File: src/rtl/key_conditioner_if.sv
// Key bus between the raw board buttons and the conditioned key outputs.
// The slave side is the conditioner; the master side is whoever drives the buttons.
interface key_conditioner_if #(
    parameter int NKEYS = 4
);
    logic [NKEYS-1:0] keys_raw;
    logic [NKEYS-1:0] keys;
    logic [NKEYS-1:0] keys_press;
    logic [NKEYS-1:0] keys_release;

    modport master (
        output keys_raw,
        input  keys,
        input  keys_press,
        input  keys_release
    );

    modport slave (
        input  keys_raw,
        output keys,
        output keys_press,
        output keys_release
    );
endinterface

File: src/rtl/key_conditioner.sv
// Per-key synchronizer, debouncer and press/release strobe generator.
// Optional auto-repeat of press strobes is compiled in with KEY_CONDITIONER_REPEAT_EN.
module key_conditioner #(
    parameter int NKEYS           = 4,
    parameter int DEBOUNCE_CYCLES = 16,
    parameter int REPEAT_DELAY    = 64,
    parameter int REPEAT_PERIOD   = 16
) (
    input  logic               clk,
    input  logic               reset,
    key_conditioner_if.slave   bus
);
    localparam int CW = $clog2(DEBOUNCE_CYCLES);
    localparam logic [CW-1:0] C_LAST = CW'(DEBOUNCE_CYCLES - 1);

    generate
        if (DEBOUNCE_CYCLES < 2 || REPEAT_DELAY < 1 || REPEAT_PERIOD < 1) begin : g_badParams
            $error("key_conditioner: illegal parameter value");
        end
    endgenerate

    logic [NKEYS-1:0] r_s1;
    logic [NKEYS-1:0] r_s2;
    logic [NKEYS-1:0] r_keys;
    logic [NKEYS-1:0] r_press;
    logic [NKEYS-1:0] r_release;
    logic [CW-1:0]    r_cnt [NKEYS];

    logic [NKEYS-1:0] w_accept;
    logic [NKEYS-1:0] w_rise;
    logic [NKEYS-1:0] w_fall;
    logic [NKEYS-1:0] w_repeat;

    // A change is accepted when the synchronized level has differed for the full window.
    always_comb begin
        w_accept = '0;
        for (int i = 0; i < NKEYS; i++) begin
            w_accept[i] = (r_s2[i] != r_keys[i]) && (r_cnt[i] == C_LAST);
        end
        w_rise = w_accept & ~r_keys;
        w_fall = w_accept & r_keys;
    end

    always_ff @(posedge clk or negedge reset) begin
        if (!reset) begin
            r_s1      <= '0;
            r_s2      <= '0;
            r_keys    <= '0;
            r_release <= '0;
            for (int i = 0; i < NKEYS; i++) begin
                r_cnt[i] <= '0;
            end
        end else begin
            r_s1      <= bus.keys_raw;
            r_s2      <= r_s1;
            r_release <= w_fall;
            for (int i = 0; i < NKEYS; i++) begin
                if (r_s2[i] == r_keys[i]) begin
                    r_cnt[i] <= '0;
                end else if (w_accept[i]) begin
                    r_keys[i] <= r_s2[i];
                    r_cnt[i]  <= '0;
                end else begin
                    r_cnt[i] <= r_cnt[i] + CW'(1);
                end
            end
        end
    end

`ifdef KEY_CONDITIONER_REPEAT_EN
    localparam int RMAX = (REPEAT_DELAY > REPEAT_PERIOD) ? REPEAT_DELAY : REPEAT_PERIOD;
    localparam int RW   = $clog2(RMAX + 1);
    localparam logic [RW-1:0] R_DELAY_LAST  = RW'(REPEAT_DELAY - 1);
    localparam logic [RW-1:0] R_PERIOD_LAST = RW'(REPEAT_PERIOD - 1);

    logic [RW-1:0]    r_repCnt [NKEYS];
    logic [NKEYS-1:0] r_repSeen;

    // r_repSeen marks that the initial delay has elapsed and the shorter period now applies.
    always_comb begin
        w_repeat = '0;
        for (int i = 0; i < NKEYS; i++) begin
            w_repeat[i] = r_keys[i] && !w_accept[i] &&
                          (r_repSeen[i] ? (r_repCnt[i] == R_PERIOD_LAST)
                                        : (r_repCnt[i] == R_DELAY_LAST));
        end
    end

    always_ff @(posedge clk or negedge reset) begin
        if (!reset) begin
            r_repSeen <= '0;
            for (int i = 0; i < NKEYS; i++) begin
                r_repCnt[i] <= '0;
            end
        end else begin
            for (int i = 0; i < NKEYS; i++) begin
                if (!r_keys[i] || w_accept[i]) begin
                    r_repCnt[i]  <= '0;
                    r_repSeen[i] <= 1'b0;
                end else if (w_repeat[i]) begin
                    r_repCnt[i]  <= '0;
                    r_repSeen[i] <= 1'b1;
                end else begin
                    r_repCnt[i] <= r_repCnt[i] + RW'(1);
                end
            end
        end
    end
`else
    assign w_repeat = '0;
`endif

    always_ff @(posedge clk or negedge reset) begin
        if (!reset) begin
            r_press <= '0;
        end else begin
            r_press <= w_rise | w_repeat;
        end
    end

    assign bus.keys         = r_keys;
    assign bus.keys_press   = r_press;
    assign bus.keys_release = r_release;
endmodule
File: src/flat_wrapper.sv
// flat-port wrapper written by rule: the top's interface ports become plain ports
module key_conditioner_flat 
#(
    parameter int NKEYS           = 4,
    parameter int DEBOUNCE_CYCLES = 16,
    parameter int REPEAT_DELAY    = 64,
    parameter int REPEAT_PERIOD   = 16
)
  (clk, reset, bus_keys_raw, bus_keys, bus_keys_press, bus_keys_release);
  key_conditioner_if #(.NKEYS(NKEYS)) bus_i ();
  input  logic clk;
  input  logic reset;
  input wire logic [$bits(bus_i.keys_raw)-1:0] bus_keys_raw;
  output wire logic [$bits(bus_i.keys)-1:0] bus_keys;
  output wire logic [$bits(bus_i.keys_press)-1:0] bus_keys_press;
  output wire logic [$bits(bus_i.keys_release)-1:0] bus_keys_release;
  assign bus_i.keys_raw = bus_keys_raw;
  assign bus_keys = bus_i.keys;
  assign bus_keys_press = bus_i.keys_press;
  assign bus_keys_release = bus_i.keys_release;
  key_conditioner #(.NKEYS(NKEYS), .DEBOUNCE_CYCLES(DEBOUNCE_CYCLES), .REPEAT_DELAY(REPEAT_DELAY), .REPEAT_PERIOD(REPEAT_PERIOD)) u_core (.clk(clk), .reset(reset), .bus(bus_i));
endmodule
File: config.mk
export PLATFORM = sky130hd
export DESIGN_NAME = key_conditioner_flat
export DESIGN_NICKNAME = d
export VERILOG_FILES = /design/src/rtl/key_conditioner_if.sv /design/src/rtl/key_conditioner.sv /design/src/flat_wrapper.sv
export SDC_FILE = /design/constraint.sdc
export NUM_CORES = 1
export LEC_CHECK = 0
export BUFFER_PORTS_ARGS = -buffer_cell sky130_fd_sc_hd__buf_2
export CAP_MARGIN = 20
export CELL_PAD_IN_SITES_DETAIL_PLACEMENT = 1
export CELL_PAD_IN_SITES_GLOBAL_PLACEMENT = 1
export CORE_MARGIN = 5
export CORE_UTILIZATION = 49
export CTS_BUF_LIST = sky130_fd_sc_hd__clkbuf_16
export DETAILED_ROUTE_END_ITERATION = 8
export GPL_TIMING_DRIVEN = 0
export HOLD_SLACK_MARGIN = 0.08
export PLACE_DENSITY_LB_ADDON = 0.1
export SYNTH_ARGS = -nofsm -noshare
export SYNTH_HDL_FRONTEND = slang
export SYNTH_SLANG_ARGS = --single-unit
export TNS_END_PERCENT = 30
File: constraint.sdc
create_clock -name clk -period 3.65 [get_ports clk]
set_clock_uncertainty 0.1 [all_clocks]
set_input_delay 0.365 -clock clk [delete_from_list [all_inputs] [get_ports clk]]
set_output_delay 0.365 -clock clk [all_outputs]
set_load 0.005 [all_outputs]
After elaboration in Yosys (flattened, before gate mapping) --
Index checks and enable logic that the tools add are counted.
Word-level totals: flip-flop bits (word level) 36
Cells by class: $add $sub $neg 4, reductions and logical operators 8, equality and inequality tests 12, bitwise operators 7, muxes and demuxes 8
Operator list (number):
- $mux 4 | 8
- $add 4x1->4 const B | 4
- $eq 4x4->1 const B | 4
- $and 4x4->4 | 2
- $reduce_and 2->1 | 4
- $eq 1x1->1 | 4
- $logic_and 1x1->1 | 4
- $ne 1x1->1 | 4
- $not 1->1 | 4
- $not 4->4 | 1

Logic depth before layout (Yosys ltp) --
Gate-level depths: netlist (run 1).
depth after elaboration 4, depth in mapped cells 4, mapped depth without buffers 4

Worst setup path before layout (run 1) --
OpenSTA, ideal clock, no wires.
path type reg-to-reg, start reg u_core.r_cnt[12] (netlist name), end reg u_core.r_keys[0], in the netlist u_core.bus.keys[0], path slack 2.374 ns, cell stages (with the launch flop) 4, arrival 1.051 ns, buffers on the path 0, data required time 3.425 ns, setup time 0.125 ns, path through dfrtp_1 -> ha_1 -> nand3_2 -> mux2_2
Between the ends: longest elaborated chain between the ends 3
Ends and longest elaborated chain:
- from (decl) | RTL line key_conditioner.sv:27 | logic [CW-1:0] r_cnt [NKEYS];
- from (signal, indexed assignment) | RTL line key_conditioner.sv:64 | r_cnt[i] <= r_cnt[i] + CW'(1);
- $eq 4x4->1 | RTL line key_conditioner.sv:38 | w_accept[i] = (r_s2[i] != r_keys[i]) && (r_cnt[i] == C_LAST);
- $logic_and 1x1->1 | RTL line key_conditioner.sv:38
- $reduce_and 2->1 (no source line)
- to (signal, indexed assignment) | RTL line key_conditioner.sv:61 | r_keys[i] <= r_s2[i];
- to (decl) | RTL line key_conditioner.sv:24 | logic [NKEYS-1:0] r_keys;
Every way passes these cells. A chain may end at the register's enable or synchronous reset.

Worst setup path after layout (run 1) --
start reg u_core.r_cnt[8] (netlist name), end reg u_core.r_cnt[11] (netlist name)
Between the ends: longest elaborated chain between the ends 4, elaborated cells between the ends (all ways) 5
Ends and longest elaborated chain:
- parallel branches: the longest is 2 deep, another holds $add 4x1->4
- $mux 4 (*) | RTL line key_conditioner.sv:60 | end else if (w_accept[i]) begin
- $mux 4 (*) | RTL line key_conditioner.sv:58 | if (r_s2[i] == r_keys[i]) begin
Mark *: on every way between the ends.

==> summary.md, run 1 <==
| Metric | Value |
|---|---|
| MaxCap Viol Count | 0 |
| Cts repair resizes | 0 |
| Post-synth cell types | 17 |
| Initial antenna violation count | 0 |
| Final Hold Vio Count | 0 |
| FMAX | 0.706 GHz |
| Syn_area_per_cell | 14.4 um2 |
| Initial Utilization | 0.500 |
| Critical path endpoint category | flip-flop |
| Initial DRC count | 29 |
| Slew Limit Headroom | 0.490 |
| Status | complete, no violations |
| Routed len/inst | 16.5 um |
| H-tree levels | 2 |
| Setup crit start kind | flip-flop |
| Dominant cells by area after synthesis | dfrtp_1, xnor2_1, nor3b_1 |
| Switching Fraction | 0.207 |
| PwrDens | 529 nW/um2 |
| Drt pass-1 iters | 4 |
| CP Max Fanout | 4 |
| Fraction of layout cells with a size suffix above 1 | 0.271 |
| Crit share post-route | 0.388 |
| Largest net degree at the start of global routing | 37 |
| Multiplexer share of the synthesized area | 0.0388 |
| Register area | 901 um2 |
| Register share of total power | 0.505 |
| Clock share of power | 0.449 |
| DIE AREA | 3920 um2 |
| Slew of the pin with the lowest slew margin | 0.765 ns |
| Port Buffers | 17 |
| Overall Global Routing Usage | 0.147 |
| Internal power | 677 uW |
| Ys Warns | 0 |
| Combinational share of power | 0.046 |
| Number of global-route vias before repair | around 960 |
| Post-synth top area share | 0.665 |
| Area taken by multi-input logic gates | 443 um2 |
| Area delta synth->final | 19.0% |
| Complex-gate fraction of the synthesized area | 0.0693 |
| Arrival @ worst endpoint | 1.47 ns |
| RSZ-0062 raised after global routing | false |
| Drt total wl | between 2000 and 2500 um |
| Grt total ovfl | 0 |
| Commonest cells after routing, fill and taps aside | dfrtp_1, buf_2, nor3b_1 |
| Synth Area in XOR/XNOR | 0.0517 |
| Top Ports | 18 |
| Setup Viol. Count Final | 0 |
| Clock transition at the registers of the reported paths | about 0.050 ns |
| Min-delay worst type | in -> async |
| Syn_nets | ~100 |
| Routability cong. | 0.690 |
| Slew Viols, Final | 0 |
| Via count | 818 |
| Psw | roughly 180 uW |
| Worst skew pair latency | 0.27 ns |
| Clk buf depth | 2 |
| CTS Hold Buffers Added | 0 |
| Site Rows | 19 |
| Seq/Total Area, Yosys | 0.665 |
| #FFs+latches synth | 36 |
| DRC viols | 0 |
| Synthesized cell area | 1360 um2 |
| Max VDD drop | 0.484 mV |
| Clock buffer count from CTS | 5 |
| Area leader, netlist | dfrtp_1 |
| Layout Nets | 128 |
| Fin Setup TNS | 0 ns |
| Largest family of logic cells by synthesized area | simple AND/OR/NAND/NOR gates |
| Tot Pwr | between 800 and 900 uW |
| Vias per cell | 5.49 |
| Antenna cells | 0 |
| Die W | 62.6 um |
| Global-route wire length before repair | ~4500 um |
| TritonCTS clock tree | done |
| DPL Wire Length | 1570 um |
| Setup WS post-layout | approximately 2.2 ns |
| Adder-cell area share of the yosys netlist | 0.0369 |
| Critical path type | reg -> reg |
| Min Tclk post-route | roughly 1.4 ns |
| Core Area | 2710 um2 |
| Fillers | 276 |
| Post-Synth Simple-Gate Area | 0.130 |
| Antenna-violating nets left | 0 |
| P_leak | approximately 0.76 nW |
| Sink Count | 36 |
| Die height | approximately 63 um |
| Root buffer cell | clkbuf_16 |
| Synth Instances | 94 |
| Post-Place Setup Slack | roughly 2.3 ns |
| Commonest non-fill, non-tap cell in the layout | dfrtp_1 |
| Postcts setup bufs | 0 |
| CP Data Required Time | 3.71 ns |
-- power by group through the flow --
stage                     Sequential (mW)  Clock, mW  Combinational [mW]
after floorplan                     0.433          0              0.0234
after global placement              0.435          0              0.0361
after detailed placement            0.437          0              0.0387
after CTS                           0.431      0.395              0.0404
after global routing                0.433      0.414              0.0453
final                               0.431      0.383              0.0390
-- metrics by stage --
step	std cells	hold WS [ns]	cell area, um2	util
after floorplan	94	-0.0306	1360	-
after global placement	142	0.236	1480	0.546
after detailed placement	142	0.236	1480	0.546
after CTS	149	0.0936	1610	0.595
after global routing	149	0.0974	1610	0.595
final	149	0.0723	1610	0.595
-- sequential cells by signal, indices dropped and copies added (netlist names) --
register                 count
u_core.r_cnt                16
u_core.bus.keys_release      4
u_core.bus.keys              4
u_core.r_s1                  4
u_core.r_s2                  4
u_core.bus.keys_press        4
-- area by class of cell --
class	instances	area share
clock buffer	5	0.0776
clock inverter	2	0.00543
inverter	3	0.00698
multi-input combinational	55	0.275
sequential	36	0.559
tap	31	0.0240
timing repair buffer	17	0.0528
-- critical path, stage by stage (launching register included) --
cell and delay, ns:
dfrtp_1 0.42, ha_1 0.28, a21o_1 0.19, a311oi_1 0.31
-- logic make-up (layout without fill, tap and decap cells) --
family / Yosys count / count (layout)
xor gates and xnor gates: 8 / 8
and+or+nand+nor: 24 / 24
DFF: 36 / 36
adders and majority gates: 4 / 4
AOI/OAI and AO/OA: 15 / 15
buffers and inverters: 3 / 27
muxes: 4 / 4
-- worst paths after layout --
| check | slack, ns | depth (start not counted) | endpoint | start |
|---|---|---|---|---|
| max | 2.23 | 3 | u_core.r_cnt[11] | u_core.r_cnt[8] |
| min | 0.07 | 1 | u_core.r_cnt[3] | reset |
| max reg2reg | 2.23 | 3 | u_core.r_cnt[11] | u_core.r_cnt[8] |
| min reg2reg | 0.25 | 0 | u_core.r_s2[0] | u_core.r_s1[0] |
| max in group asynchronous | 2.89 | 1 | u_core.bus.keys_press[3] | reset |
| min in group clk | 0.10 | 1 | u_core.r_s1[2] | bus_keys_raw[2] |
-- cells in the mapped netlist --
cell type / n
a311oi_1: 4
dfrtp_1: 36
mux2_4: 2
ha_1: 4
inv_1: 3
nor2b_1: 3
nor3b_1: 9
and2b_2: 1
nand3_2: 4
nand4b_1: 3
nor2_1: 4
a31oi_1: 1
a21o_1: 1
xnor2_1: 8
mux2_2: 2
o21ai_0: 3
a21oi_1: 6
-- layer usage --
layer	GRT usage	vias up	share of wire	wire length, um
met5	0	-	0	0
met4	0.0716	0	0.017	42
met3	0.0504	4	0.049	121
met2	0.250	17	0.54	1330
met1	0.164	413	0.39	954
li1	-	384	-	-
Note: power is estimated with default switching activity, not from simulation.
==> run 2: changes to the inputs <==
--- a/config.mk
+++ b/config.mk
@@ -10,7 +10,7 @@
 export CELL_PAD_IN_SITES_DETAIL_PLACEMENT = 1
 export CELL_PAD_IN_SITES_GLOBAL_PLACEMENT = 1
 export CORE_MARGIN = 5
-export CORE_UTILIZATION = 49
+export CORE_UTILIZATION = 45
 export CTS_BUF_LIST = sky130_fd_sc_hd__clkbuf_16
 export DETAILED_ROUTE_END_ITERATION = 8
 export GPL_TIMING_DRIVEN = 0
==> constraint.sdc (replaced) <==
create_clock -name clk -period 1.45 [get_ports clk]
set_clock_uncertainty 0.1 [all_clocks]
set_input_delay 0.145 -clock clk [delete_from_list [all_inputs] [get_ports clk]]
set_output_delay 0.145 -clock clk [all_outputs]
set_load 0.005 [all_outputs]
==> run 2 against run 1 <==
  * Wire length fell by 4.9%
  * Final cell count rose by 5.4%
  * Global-route usage fell by 0.63 points
  * Largest cell class unchanged
==> summary.md, run 2 (synthesized netlist as in run 1, its figures left out) <==
| Metric | Value |
|---|---|
| Routed len/inst | 14.9 um (-9.7%) |
| Slew of the pin with the lowest slew margin | 0.757 ns (-0.00843 ns) |
| Vias per cell | 5.36 (-2.3%) |
| Top sig layer | met4 |
| Global-route wire length before repair | 4240 um (-6.3%) |
| RSZ-0062 raised after global routing | false |
| Slew Limit Headroom | 0.495 (+0.00562) |
| Reg2reg end | u_core.bus.keys[2] |
| Setup Viol. Count Final | 0 (unchanged) |
| Max VDD drop | 0.858 mV (+77%) |
| DIE AREA | 4210 um2 (+7.5%) |
| Register share of total power | 0.501 (-0.004) |
| Fraction of layout cells with a size suffix above 1 | 0.250 (-0.0212) |
| Met1 Routed Length | 987 um (+3.5%) |
| CP Data Required Time | 1.51 ns (-2.20 ns) |
| Initial Utilization | 0.455 (-0.0450) |
| Status | complete, no violations |
| Critical path endpoint category | flip-flop |
| CP max stage cell | dfrtp_1 |
| Root buffer cell | clkbuf_16 |
| TritonCTS clock tree | done |
| P_leak | 0.788 nW (+3.1%) |
| FMAX | 0.740 GHz (+4.9%) |
| Met2 wire len | 1180 um (-11%) |
| Fin Setup TNS | 0 ns (unchanged) |
| Psw | 454 uW (+160%) |
| DPL Wire Length | 1590 um (+1.1%) |
| Core Area | 2980 um2 (+9.9%) |
| Layout Nets | 133 (+3.9%) |
| MaxCap Viol Count | 0 (unchanged) |
| Antenna cells | 0 (unchanged) |
| Hold depth | 0 |
| Critical R2R Launch | u_core.r_cnt[4] |
| Biggest register | u_core.r_cnt |
| Commonest cells after routing, fill and taps aside | dfrtp_1, buf_2, nor3b_1 |
| Clk buf depth | 2 (unchanged) |
| Top Ports | 18 (unchanged) |
| H-tree levels | 2 (unchanged) |
| Port Buffers | 17 (unchanged) |
| Initial antenna violation count | 0 (unchanged) |
| Sink Count | 36 (unchanged) |
| Cells along the critical path | ha_1 > nand3_2 > mux2_4 |
| Critical path type | reg -> reg |
| Worst skew pair latency | 0.27 ns (about the same) |
| Hold Path End | u_core.r_s2[1] |
| PwrDens | 1300 nW/um2 (+150%) |
| Min-delay worst type | reg -> reg |
| Drt total wl | 2330 um (-4.9%) |
| Via count | 842 (+2.9%) |
| Hold wc startpoint | u_core.r_s1[1] |
| Area delta synth->final | 23.1% |
| Routed wl met3 | 118 um (-2.5%) |
| Drt pass-1 iters | 2 (-2) |
| Overall Global Routing Usage | 0.141 (-0.00631) |
| Die height | 64.9 um (+3.7%) |
| Die W | 64.9 um (+3.7%) |
| Largest net degree at the start of global routing | 37 (unchanged) |
| Setup crit start kind | flip-flop |
| Clock buffer count from CTS | 5 (unchanged) |
| Commonest non-fill, non-tap cell in the layout | dfrtp_1 |
| Antenna-violating nets left | 0 (unchanged) |
| Grt total ovfl | 0 (unchanged) |
| CP Max Fanout | 4 (unchanged) |
| Cell area after layout | 1670 um2 (+3.4%) |
| Crit share post-route | 0.932 (+0.543) |
| DRC viols | 0 (unchanged) |
| Top delay family on crit path | flip-flops |
| Post-Place Setup Slack | 0.104 ns (-2.18 ns) |
| Fillers | 300 (+8.7%) |
| Switching Fraction | 0.210 (+0.00285) |
| Clock transition at the registers of the reported paths | 0.05 ns (about the same) |
| Tot Pwr | 2.17 mW (+150%) |
| Final Hold Vio Count | 0 (unchanged) |
| Min Tclk post-route | 1.35 ns (-0.0664 ns) |
| Setup WS post-layout | 0.0992 ns (-2.13 ns) |
| Site Rows | 20 (+1) |
| Arrival @ worst endpoint | 1.41 ns (-0.06 ns) |
| R2r worst-path depth | 3 (unchanged) |
| Slew Viols, Final | 0 (unchanged) |
| Clock share of power | 0.451 (+0.002) |
| Number of global-route vias before repair | 953 (-0.21%) |
| Combinational share of power | 0.048 (+0.002) |
| Max reg flops | 16 (unchanged) |
| DP Area | 1480 um2 (+0.17%) |
| Internal power | 1.71 mW (+150%) |
| Initial DRC count | 18 (-38%) |
| Register-to-Register Setup Slack | 0.1 ns (-2.13 ns) |
| Slowest cell delay on critical path | 0.40 ns (-0.02 ns) |
| CP Buf/Inv Count | 0 (unchanged) |
| Routability cong. | 0.725 (+5.1%) |
-- run 2: what timing repair did --
action,in CTS,in global routing
gates resized for setup,0,0
hold buffers,5,0
hold endpoints to repair,40,0
setup buffers,0,0
-- run 2: worst register-to-register path, cell delays in order (launching register included) --
cell	delay, ns
dfrtp_1	0.40
ha_1	0.29
nand3_2	0.14
mux2_4	0.31
-- run 2: final cells by class --
type / count / area, um2 / share of cell area
clock buffer: 5 / 125 / 0.0750
clock inverter: 3 / 11.3 / 0.00675
inverter: 3 / 11.3 / 0.00675
multi-input combinational: 55 / 443 / 0.266
sequential: 36 / 901 / 0.540
tap: 33 / 41.3 / 0.0248
timing repair buffer: 22 / 135 / 0.0810
-- run 2: layer usage --
metal | vias up | GRT usage
li1 | 390 | -
met1 | 432 | 0.137
met2 | 16 | 0.238
met3 | 4 | 0.0641
met4 | 0 | 0.0950
met5 | - | 0
-- run 2: worst max path at each step --
stage | start | endpoint | slack (ns) | cells after the start
final | u_core.r_cnt[4] | u_core.bus.keys[2] | 0.1 | 3
after global routing | u_core.r_cnt[12] | u_core.r_cnt[15] | 0.04 | 4
after CTS | u_core.r_cnt[12] | u_core.bus.keys[0] | 0.09 | 3
after detailed placement | u_core.r_cnt[4] | u_core.bus.keys[2] | 0.10 | 3
after global placement | u_core.r_cnt[12] | u_core.bus.keys[0] | 0.12 | 3
after floorplan | u_core.r_cnt[12] | u_core.bus.keys[0] | 0.17 | 3
-- run 2: power groups by stage --
stage / Combinational (mW) / Sequential, mW / Clock, mW
detailed placement: 0.0971 / 1.10 / 0
CTS: 0.109 / 1.08 / 1.02
global route: 0.124 / 1.09 / 1.08
global placement: 0.0914 / 1.10 / 0
floorplan: 0.0590 / 1.09 / 0
finish: 0.104 / 1.09 / 0.978
-- run 2: stage by stage --
step,instances,hold WS [ns],util
floorplan,94,-0.251,-
finish,157,0.251,0.560
detailed placement,144,0.154,0.497
global placement,144,0.153,0.497
CTS,157,0.255,0.560
global route,157,0.268,0.560
==> run 3: changes to the inputs <==
--- a/config.mk
+++ b/config.mk
@@ -5,12 +5,13 @@
 export SDC_FILE = /design/constraint.sdc
 export NUM_CORES = 1
 export LEC_CHECK = 0
+export ABC_AREA = 1
 export BUFFER_PORTS_ARGS = -buffer_cell sky130_fd_sc_hd__buf_2
 export CAP_MARGIN = 20
 export CELL_PAD_IN_SITES_DETAIL_PLACEMENT = 1
 export CELL_PAD_IN_SITES_GLOBAL_PLACEMENT = 1
 export CORE_MARGIN = 5
-export CORE_UTILIZATION = 45
+export CORE_UTILIZATION = 43
 export CTS_BUF_LIST = sky130_fd_sc_hd__clkbuf_16
 export DETAILED_ROUTE_END_ITERATION = 8
 export GPL_TIMING_DRIVEN = 0
==> run 3 against run 2 <==
  * Worst setup slack better by 0.18 ns
  * Count of clock-buffer cells in the layout unchanged
  * Core utilization up 0.30 points
  * Non-clock buffer count unchanged
  * Sequential share of layout area down 1.6 points
  * Critical path type unchanged
  * Critical endpoint is now u_core.r_cnt[12]
  * Largest cell class unchanged
  * Largest power group is now clock
  * Highest routed layer unchanged
==> summary.md, run 3 <==
| Metric | Value |
|---|---|
| Status | complete, no violations |
| Critical path endpoint category | flip-flop |
| DPL Wire Length | 1780 um (+12%) |
| Min-delay worst type | reg -> reg |
| MaxCap Viol Count | 0 (unchanged) |
| DRC viols | 0 (unchanged) |
| CP Data Required Time | 1.55 ns (+0.04 ns) |
| Combinational share of power | 0.045 (-0.003) |
| Syn_area_per_cell | 10.3 um2 (-28%) |
| Arrival @ worst endpoint | 1.27 ns (-0.14 ns) |
| Slew of the pin with the lowest slew margin | 0.758 ns (+0.000722 ns) |
| Crit share post-route | 0.807 (-0.124) |
| Die W | 66.3 um (+2.1%) |
| Antenna cells | 0 (unchanged) |
| Top-count cell post-synth | dfrtp_1 |
| Post-synth top cells | dfrtp_1, nand2_1, nor2_1, inv_1 |
| Largest net degree at the start of global routing | 37 (unchanged) |
| Die height | 66.3 um (+2.1%) |
| CP Max Fanout | 5 (+1) |
| Worst skew pair latency | 0.27 ns (about the same) |
| Grt total ovfl | 0 (unchanged) |
| Slew Limit Headroom | 0.495 (about the same) |
| Drt total wl | 2630 um (+13%) |
| Overall Global Routing Usage | 0.151 (+0.00992) |
| Dominant cells by area after synthesis | dfrtp_1, nand2_1, nor2_1 |
| Initial antenna violation count | 0 (unchanged) |
| P_leak | 0.897 nW (+14%) |
| Post-Place Cells | 193 (+34%) |
| Min Tclk post-route | 1.17 ns (-0.180 ns) |
| Fin Setup TNS | 0 ns (unchanged) |
| Port Buffers | 17 (unchanged) |
| Antenna-violating nets left | 0 (unchanged) |
| Fin cells | 206 (+31%) |
| CP Buf/Inv Count | 0 (unchanged) |
| Ys Warns | 0 (unchanged) |
| Cts repair resizes | 0 (unchanged) |
| Slowest cell delay on critical path | 0.42 ns (+0.02 ns) |
| Post-synth top area share | 0.662 (-0.00306) |
| DIE AREA | 4390 um2 (+4.3%) |
| Root buffer cell | clkbuf_16 |
| Max VDD drop | 0.743 mV (-13%) |
| Sink Count | 36 (unchanged) |
| Biggest register | u_core.r_cnt |
| Clock buffer count from CTS | 5 (unchanged) |
| Core Area | 3050 um2 (+2.5%) |
| Drt pass-1 iters | 2 (unchanged) |
| Area delta synth->final | 26.3% |
| Slew Viols, Final | 0 (unchanged) |
| Switching Fraction | 0.203 (-0.00688) |
| Fraction of layout cells with a size suffix above 1 | 0.179 (-0.0710) |
| Synth Instances | 132 (+40%) |
| Area leader, netlist | dfrtp_1 |
| Post-synth EDFFs | 0 (unchanged) |
| Synthesized cell area | 1360 um2 (+0.46%) |
| Initial DRC count | 24 (+6) |
| Max reg flops | 16 (unchanged) |
| Cell area after layout | 1720 um2 (+3.1%) |
| DP Area | 1500 um2 (+1.4%) |
| PwrDens | 1380 nW/um2 (+6.4%) |
| CP max stage cell | dfrtp_1 |
| Final Hold Vio Count | 0 (unchanged) |
| Cells along the critical path | ha_1 > nand3_2 > nand2_1 > nor2_1 |
| Async SR Flop Fraction | 1.00 (unchanged) |
| Routability cong. | 0.750 (+3.5%) |
| Number of global-route vias before repair | 1077 (+13%) |
| Top Ports | 18 (unchanged) |
| Routed len/inst | 12.8 um (-14%) |
| Vias per cell | 4.57 (-15%) |
| Clock share of power | 0.501 (+0.050) |
| TritonCTS clock tree | done |
| Critical path type | reg -> reg |
| H-tree levels | 2 (unchanged) |
| Fillers | 347 (+16%) |
| RSZ-0062 raised after global routing | false |
| Site Rows | 20 (unchanged) |
| Clk buf depth | 2 (unchanged) |
| Initial Utilization | 0.446 (-0.00914) |
| Clock transition at the registers of the reported paths | 0.06 ns (about the same) |
| Post-synth cell types | 10 (-7) |
| Seq/Total Area, Yosys | 0.662 (-0.00306) |
| Psw | 482 uW (+6.0%) |
| Layout Nets | 171 (+29%) |
| Global-route wire length before repair | 4840 um (+14%) |
| Commonest cells after routing, fill and taps aside | dfrtp_1, nand2_1, nor2_1 |
| Syn_nets | 142 (+37%) |
| Ys flop type | dfrtp_1 |
| Setup crit start kind | flip-flop |
| Via count | 942 (+12%) |
| Internal power | 1.89 mW (+11%) |
| Setup Viol. Count Final | 0 (unchanged) |
| #FFs+latches synth | 36 (unchanged) |
| Register share of total power | 0.454 (-0.047) |
| FMAX | 0.854 GHz (+15%) |
| Commonest non-fill, non-tap cell in the layout | dfrtp_1 |
| Top delay family on crit path | flip-flops |
## run 3: cell types whose count changed after synthesis, sizes merged, moves of 4 or more
cell	previous run	this run
inv	3	20
nand3	4	8
mux2	4	0
a311oi	4	0
nor3b	9	0
a21oi	6	0
xnor2	8	4
nand2	0	28
nand4	0	4
nor2	4	24
## run 3: power groups by stage
stage	Sequential, mW	Combinational (mW)	Clock, mW
after floorplan	1.09	0.0600	0
after global placement	1.09	0.0921	0
after detailed placement	1.10	0.0981	0
after CTS	1.08	0.110	1.22
after global routing	1.08	0.128	1.30
final	1.08	0.106	1.19
## run 3: path summary, 6_finish.rpt
kind / startpoint / to / slack [ns] / depth (start not counted)
worst max-delay path: u_core.r_cnt[12] / u_core.r_cnt[12] / 0.28 / 4
worst min-delay path: u_core.r_s1[3] / u_core.r_s2[3] / 0.24 / 0
worst max register to register: u_core.r_cnt[12] / u_core.r_cnt[12] / 0.28 / 4
worst min register to register: u_core.r_s1[3] / u_core.r_s2[3] / 0.24 / 0
max in group asynchronous: reset / u_core.r_cnt[10] / 0.38 / 2
min in group asynchronous: reset / u_core.bus.keys[1] / 0.38 / 2
## run 3: cells by family after synthesis
family	after synthesis	share of synthesized area
adder cells (fa/ha/maj)	4	0.0368
XOR/XNOR	4	0.0257
flip-flops	36	0.662
buffers and inverters	20	0.0551
AND/OR/NAND/NOR	64	0.206
AO/OA/AOI/OAI	4	0.0147
## run 3: repair_timing
item,4_1_cts,5_1_grt
setup endpoints to repair,0,0
hold buffers,5,0
buffers inserted,0,0
hold endpoints to repair,40,0
## run 3: metrics by stage
stage / setup slack [ns] / power (mW) / util / hold slack (ns)
2_1_floorplan: 0.406 / 1.15 / - / -0.251
3_3_place_gp: 0.356 / 1.18 / 0.492 / 0.151
3_5_place_dp: 0.278 / 1.19 / 0.492 / 0.157
4_1_cts: 0.272 / 2.41 / 0.563 / 0.248
5_1_grt: 0.167 / 2.51 / 0.563 / 0.250
6_report: 0.280 / 2.38 / 0.563 / 0.245
## run 3: metal layers
layer	up-vias	global-route usage	wire, um
li1	464	-	-
met1	459	0.162	1070
met2	15	0.268	1430
met3	4	0.0578	109
met4	0	0.0533	29
met5	-	0	0
## run 3: final cells by class
class,instances,area (um2),area share
well taps,44,55.1,0.0320
flip-flops and latches,36,901,0.524
clock inverters,3,42.5,0.0247
clock buffers,5,125,0.0728
inverters,20,75.1,0.0437
multi-input cells,76,385,0.224
repair buffers,22,135,0.0786
